===== src/rtl/priority_encoder_4to2.sv =====
// priority_encoder_4to2: 4-to-2 priority encoder feeding a 2-entry result FIFO with a saturating error counter
module priority_encoder_4to2 #(
   parameter int CNT_W = 8
) (
   input  logic             clk,
   input  logic             rst,
   input  logic [3:0]       W,
   input  logic             in_valid,
   output logic             in_ready,
   output logic [1:0]       Y,
   output logic             V,
   output logic             err,
   output logic             out_valid,
   input  logic             out_ready,
   output logic [CNT_W-1:0] err_cnt
);
   typedef enum logic [1:0] {EMPTY, ONE, FULL} state_t;
   state_t     state, state_nx;
   logic [3:0] head, tail, head_nx, tail_nx, enc;
   logic [1:0] enc_y;
   logic       enc_v, enc_err, push, pop;
   assign in_ready  = state != FULL;
   assign out_valid = state != EMPTY;
   assign push      = in_valid && in_ready;
   assign pop       = out_valid && out_ready;
   assign enc       = {enc_y, enc_v, enc_err};
   assign {Y, V, err} = out_valid ? head : 4'b0000;
   // encode the incoming word, highest set bit wins; multi-hot flagged as an error
   always_comb begin
      enc_y   = W[3] ? 2'd3 : W[2] ? 2'd2 : W[1] ? 2'd1 : 2'd0;
      enc_v   = |W;
      enc_err = (W & (W - 4'd1)) != 4'd0;
   end
   // occupancy transitions; head is the oldest entry, tail only used when full
   always_comb begin
      state_nx = state;
      head_nx  = head;
      tail_nx  = tail;
      case (state)
         EMPTY: if (push) begin
            state_nx = ONE;
            head_nx  = enc;
         end
         ONE: if (push && pop) begin
            head_nx = enc;
         end else if (push) begin
            state_nx = FULL;
            tail_nx  = enc;
         end else if (pop) begin
            state_nx = EMPTY;
         end
         FULL: if (pop) begin
            state_nx = ONE;
            head_nx  = tail;
         end
         default: state_nx = EMPTY;
      endcase
   end
   // state, storage and error counter registers; reset discards everything in flight
   always_ff @(posedge clk) begin
      if (rst) begin
         state   <= EMPTY;
         head    <= 4'b0000;
         tail    <= 4'b0000;
         err_cnt <= '0;
      end else begin
         state <= state_nx;
         head  <= head_nx;
         tail  <= tail_nx;
         if (push && enc_err && err_cnt != {CNT_W{1'b1}})
            err_cnt <= err_cnt + CNT_W'(1);
      end
   end
endmodule


===== config.mk =====
export PLATFORM = sky130hd
export DESIGN_NAME = priority_encoder_4to2
export DESIGN_NICKNAME = d
export VERILOG_FILES = /design/src/rtl/priority_encoder_4to2.sv
export SDC_FILE = /design/constraint.sdc
export NUM_CORES = 1
export LEC_CHECK = 0
export BUFFER_PORTS_ARGS = -buffer_cell sky130_fd_sc_hd__buf_2
export CAP_MARGIN = 40
export CORE_MARGIN = 1
export CORE_UTILIZATION = 36
export DETAILED_ROUTE_END_ITERATION = 10
export GPL_ROUTABILITY_DRIVEN = 1
export GPL_TIMING_DRIVEN = 1
export SLEW_MARGIN = 20
export SYNTH_ARGS = -nofsm -noshare
export SYNTH_HDL_FRONTEND = slang
export SYNTH_SLANG_ARGS = --single-unit

===== constraint.sdc =====
create_clock -name clk -period 1.4 [get_ports clk]
set_input_delay 0.07 -clock clk [delete_from_list [all_inputs] [get_ports clk]]
set_output_delay 0.07 -clock clk [all_outputs]
set_load 0.01 [all_outputs]

# --- Word level (Yosys, flattened, before mapping) ---
# Cells that the tools add are included.
totals:
  output_inout_bits: 14
  inputBits: 8
  ff_bits: 18
classes:
  bitwise_logic: 2
  muxes: 14
  eq_ne: 9
  n_reduce_logical: 13
  n_addsub: 2
op_table:
  columns: ["operator", "n"]
  rows:
  - ["$mux 4", 4]
  - ["$mux 2", 7]
  - ["$pmux 4 s3", 1]
  - ["$ne 2x2->1 const B", 5]
  - ["$add 8x1->8 const B", 1]
  - ["$ne 8x8->1 const B", 1]
  - ["$reduce_and 4->1", 2]
  - ["$pmux 2 s3", 1]
  - ["$logic_and 1x1->1", 5]
  - ["$and 4x4->4", 1]
  - ["$reduce_bool 4->1", 1]
  - ["$reduce_or 4->1", 1]
  - ["$sub 4x1->4 const B", 1]
  - ["$ne 3x3->1 const B", 1]
  - ["$reduce_and 3->1", 1]
  - ["$reduce_bool 3->1", 1]
  - ["$eq 2x1->1 const B", 1]
  - ["$eq 2x2->1 const B", 1]
  - ["$logic_not 2->1", 1]
  - ["$reduce_bool 2->1", 1]
  - ["$mux 1", 1]
  - ["$not 1->1", 1]

# --- Longest topological paths before layout ---
logic_depth:
  depth_word: 6
  mapped_depth: 5
  ltp_nobuf: 5

# --- Worst setup path after synthesis ---
# Ideal clock, no wire load.
synth_path:
  path_kind: "register to register"
  from: "reg err_cnt[0]"
  to: "reg err_cnt[6]"
  path_slack_ns: -0.138
  arrival_time_ns: 1.468
  path_stages_with_launch: 6
  setup_ns: 0.070
  n_path_buf: 0
  cell_sequence: "dfxtp_1 > ha_1 > and3_1 > nand4_4 > or4_1 > a21oi_1"
synth_via:
  elab_chain_cells: 2
  elab_cells_between_ends: 3
  cone_classes: "1 x add/sub; 1 x eq/ne; 1 x reduce/logical"
synth_rtl:
  columns: ["item", "line", "source"]
  rows:
  - ["from (decl)", "15", "output logic [CNT_W-1:0] err_cnt"]
  - ["from (signal assigned)", "71", "err_cnt <= err_cnt + CNT_W'(1);"]
  - ["branches (longest 2 deep; another with $add 8x1->8)", null, null]
# Several ways; the timed one is not identified.
# A chain may end at the register's enable or synchronous reset.

# --- Worst setup path after layout ---
# Same ends and word-level chain as after synthesis.

==> impl_metrics.py <==
metrics = {
    "detailed_routing": {
        "route.vias.total": 932,
        "routed_wire_length_per_instance_um": 12.1,
        "detail_route.wirelength_um": 2160,
        "detail-route-antenna-nets": 0,
        "drt_drc_violations_left": 0,
        "detail_route.vias_per_cell": 5.21,
        "detail_route.iter0.violations": 7,
        "drtPass1Iterations": 4,
    },
    "hold_path": {
        "holdCritStartpoint": "W[3]",
        "hold_path_depth": 3,
        "hold_end": "tail[2]$_SDFFE_PP0P_",
        "worstHoldPathType": "in -> reg",
    },
    "cts": {
        "clkSlewWorstSetupHoldPaths_ns": 0.10,
        "tritoncts_clock_tree": "done",
        "cts_hold_buffers": 0,
        "clock_path_buffers": 2,
        "numCtsBuffers": 3,
        "cts.root.buffer_cell": "sky130_fd_sc_hd__clkbuf_4",
        "clock_tree.htree_level_count": 1,
        "clock_insertion_delay_worst_skew_ns": 0.30,
        "clock-sinks": 18,
    },
    "synthesis": {
        "post_synth_instance_area_um2": 990,
        "synth_compound_area_share_pct": 20.1,
        "yosys_warnings": 0,
        "synth-seq-area-share_pct": 36.4,
        "cell_accounting_for_the_most_synthesized_area": "sky130_fd_sc_hd__dfxtp_1",
        "synth_xor_xnor_area_share_pct": 0,
        "synth_top_flop_cell": "sky130_fd_sc_hd__dfxtp_1",
        "synth_seq_cells": 18,
        "post_synth_and_or_nand_nor_area_fraction_pct": 27.8,
        "synth.avg_cell_area_um2": 8.92,
        "synth_top_area_share_pct": 36.4,
        "post_synthesis_cell_count": 111,
        "postSynthNetCount": 120,
        "netlist_top_cells_area": "sky130_fd_sc_hd__dfxtp_1 36%, sky130_fd_sc_hd__nor2_1 5.7%, sky130_fd_sc_hd__a21oi_1 5.1%, sky130_fd_sc_hd__mux2i_1 5.1%, sky130_fd_sc_hd__mux2_2 4.6%",
        "synth_enable_flop_cells": 0,
        "yosys-mux-area-fraction_pct": 9.61,
        "largest_family_of_logic_cells_by_synthesized_area": "simple AND/OR/NAND/NOR gates",
        "share_of_synthesized_registers_carrying_an_async_set_or_reset_pct": 0,
        "synth-adder-area-share_pct": 1.26,
        "synth_cell_type_count": 34,
    },
    "global_route": {
        "first_pass_grt_wire_length_um": 3520,
        "grt_pass1_vias": 812,
        "grt_max_degree": 21,
        "overflow": 0,
        "number_of_antenna_violations_at_the_first_check_in_global_routing": 0,
        "groute.usage.overall_pct": 16.7,
    },
    "sta": {
        "fmax_ghz": 0.708,
        "report.final.hold_viol_count": 0,
        "max_slew_margin_pct": 69.5,
        "min_period_over_period_pct": 101,
        "timing.final.max_slew_violations": 0,
        "report.final.setup_viol": 1,
        "tightest_slew_ns": 0.458,
        "final.min_clock_period_ns": 1.41,
        "final.hold.worst_slack_ns": 0.0953,
        "post-route-worst-setup-slack_ns": -0.0126,
        "final.setup_skew_ns": 0.00153,
        "setup_repair_after_global_routing_missed_its_margin": "yes",
    },
    "critical_path": {
        "timing.critical_path.to_type": "flip-flop",
        "setup.reg_to_reg.worst_slack_ns": -0.01,
        "timing_worst_setup_path_type": "reg -> reg",
        "ff_to_ff_end": "err_cnt[6]$_SDFFE_PP0P_",
        "r2r-start": "err_cnt[0]$_SDFFE_PP0P_",
        "path_max_fanout": 4,
        "timing.reg2reg.worst_path_depth": 5,
        "startpoint_class_of_the_critical_path": "flip-flop",
        "worst_path_arrival_time_ns": 1.65,
        "crit_path_required_time_ns": 1.63,
    },
    "final_layout": {
        "antenna_cells": 0,
        "drive_above_1_share_pct": 46.3,
        "syn2layout_area_growth_pct": 35.7,
        "layout.area.seq_um2": 377,
        "fill_cells": 264,
        "final_util_pct": 52.8,
        "layout.nets": 159,
        "multi_input_area_um2": 637,
        "finalInstanceArea_um2": 1340,
    },
    "die": {
        "die-height_um": 54.4,
        "core-area_um2": 2540,
        "total_die_area_um2": 2960,
        "start_util_pct": 38.9,
        "floorplan.die.width_um": 54.4,
        "io_pins": 22,
        "num_rows": 18,
    },
    "power": {
        "max-vdd-ir-drop_mv": 0.669,
        "cellLeakagePower_nw": 0.548,
        "power-per-cell-area_nw_per_um2": 768,
        "total_power_mw": 1.03,
    },
    "flow_run": {
        "timing.max_cap.violations": 0,
    },
    "outcome": {
        "failing_checks": "setup timing",
        "status": "finished with violations",
    },
    "place": {
        "dp_hpwl_um": 1640,
        "gp_congestion": 0.741,
        "placement.io_buffers": 21,
        "dp_worst_setup_slack_ns": -0.0406,
        "postPlaceCellArea_um2": 1260,
    },
}
==> routing by layer <==
layer	up-vias	track usage [%]	wire length, um
li1	484	-	-
met1	428	19.7	1030
met2	15	28.3	1010
met3	5	4.17	73
met4	0	7.69	38
met5	-	0	0
==> Yosys cell counts, drive strengths merged, types with 2 or more instances <==
library cell,number
mux2i,5
clkbuf,2
nand3,4
nand4,2
nor2,15
buf,3
nand2,2
o21ai,2
inv,5
o31ai,5
nand2b,3
mux2,4
a21oi,10
nor2b,5
a211oi,3
or4,6
and3,2
nor3b,2
o211ai,3
dfxtp,18
==> stage by stage <==
stage,TNS (ns),instances
2_1_floorplan,0,111
3_3_place_gp,-0.0340,173
3_5_place_dp,-0.132,173
4_1_cts,-0.0247,180
5_1_grt,-0.253,179
6_report,-0.0126,179
==> state kept, by name (all words and copies together) (netlist names) <==
signal	flops
err_cnt	8
head	4
tail	4
state	2
==> worst max-delay path by stage <==
stage / from / endpoint / slack (ns) / cells past startpoint
detailed placement: state[1]$_SDFFE_PP0P_ / err_cnt[2]$_SDFFE_PP0P_ / -0.04 / 4
global route: err_cnt[1]$_SDFFE_PP0P_ / err_cnt[6]$_SDFFE_PP0P_ / -0.07 / 5
CTS: err_cnt[2]$_SDFFE_PP0P_ / err_cnt[5]$_SDFFE_PP0P_ / -0.01 / 4
floorplan: err_cnt[0]$_SDFFE_PP0P_ / err_cnt[6]$_SDFFE_PP0P_ / 0.0005 / 5
global placement: state[1]$_SDFFE_PP0P_ / err_cnt[2]$_SDFFE_PP0P_ / -0.02 / 4
finish: err_cnt[0]$_SDFFE_PP0P_ / err_cnt[6]$_SDFFE_PP0P_ / -0.01 / 5
==> kinds of logic after synthesis <==
group / Yosys count
AND/OR/NAND/NOR: 46
AO/OA/AOI/OAI: 27
flip-flops: 18
buffers and inverters: 10
multiplexers: 9
adder cells (fa/ha/maj): 1
==> final cells by class <==
type                    count  share of cell area, %
well taps                  30                   2.80
multi-input cells          83                   47.4
inverters                   5                   1.40
repair buffers             39                   18.4
flip-flops and latches     18                   28.1
clock inverters             1                  0.280
clock buffers               3                   1.68
==> layout by cell type (no fill, tap or decap), drive strengths merged, types with 4 or more instances in the layout <==
cell / netlist / layout
nor2b: 5 / 5
mux2: 4 / 4
nand3: 4 / 4
inv: 5 / 5
nor2: 15 / 15
buf: 3 / 39
mux2i: 5 / 5
dfxtp: 18 / 18
a21oi: 10 / 10
o31ai: 5 / 5
or4: 6 / 6
==> report_power, final <==
group / leakage, nW / total, mW / switching [mW] / internal [mW]
Clock: 0.0154 / 0.270 / 0.166 / 0.104
Sequential: 0.152 / 0.555 / 0.0165 / 0.538
Combinational: 0.380 / 0.207 / 0.106 / 0.100
==> worst max-delay path, stage by stage (launching register included) <==
cell and delay, ns:
sky130_fd_sc_hd__dfxtp_4 0.38, sky130_fd_sc_hd__ha_4 0.15, sky130_fd_sc_hd__and3_4 0.19, sky130_fd_sc_hd__nand4_4 0.10
sky130_fd_sc_hd__or4_1 0.40, sky130_fd_sc_hd__a21oi_1 0.13
==> repair_timing <==
| item | in CTS | in global routing |
|---|---|---|
| setup endpoints to repair | 9 | 14 |
| gates resized for setup | 4 | 8 |
| pin swaps | 2 | 4 |
| setup buffers | 3 | 0 |
(Power assumes the default switching activity.)
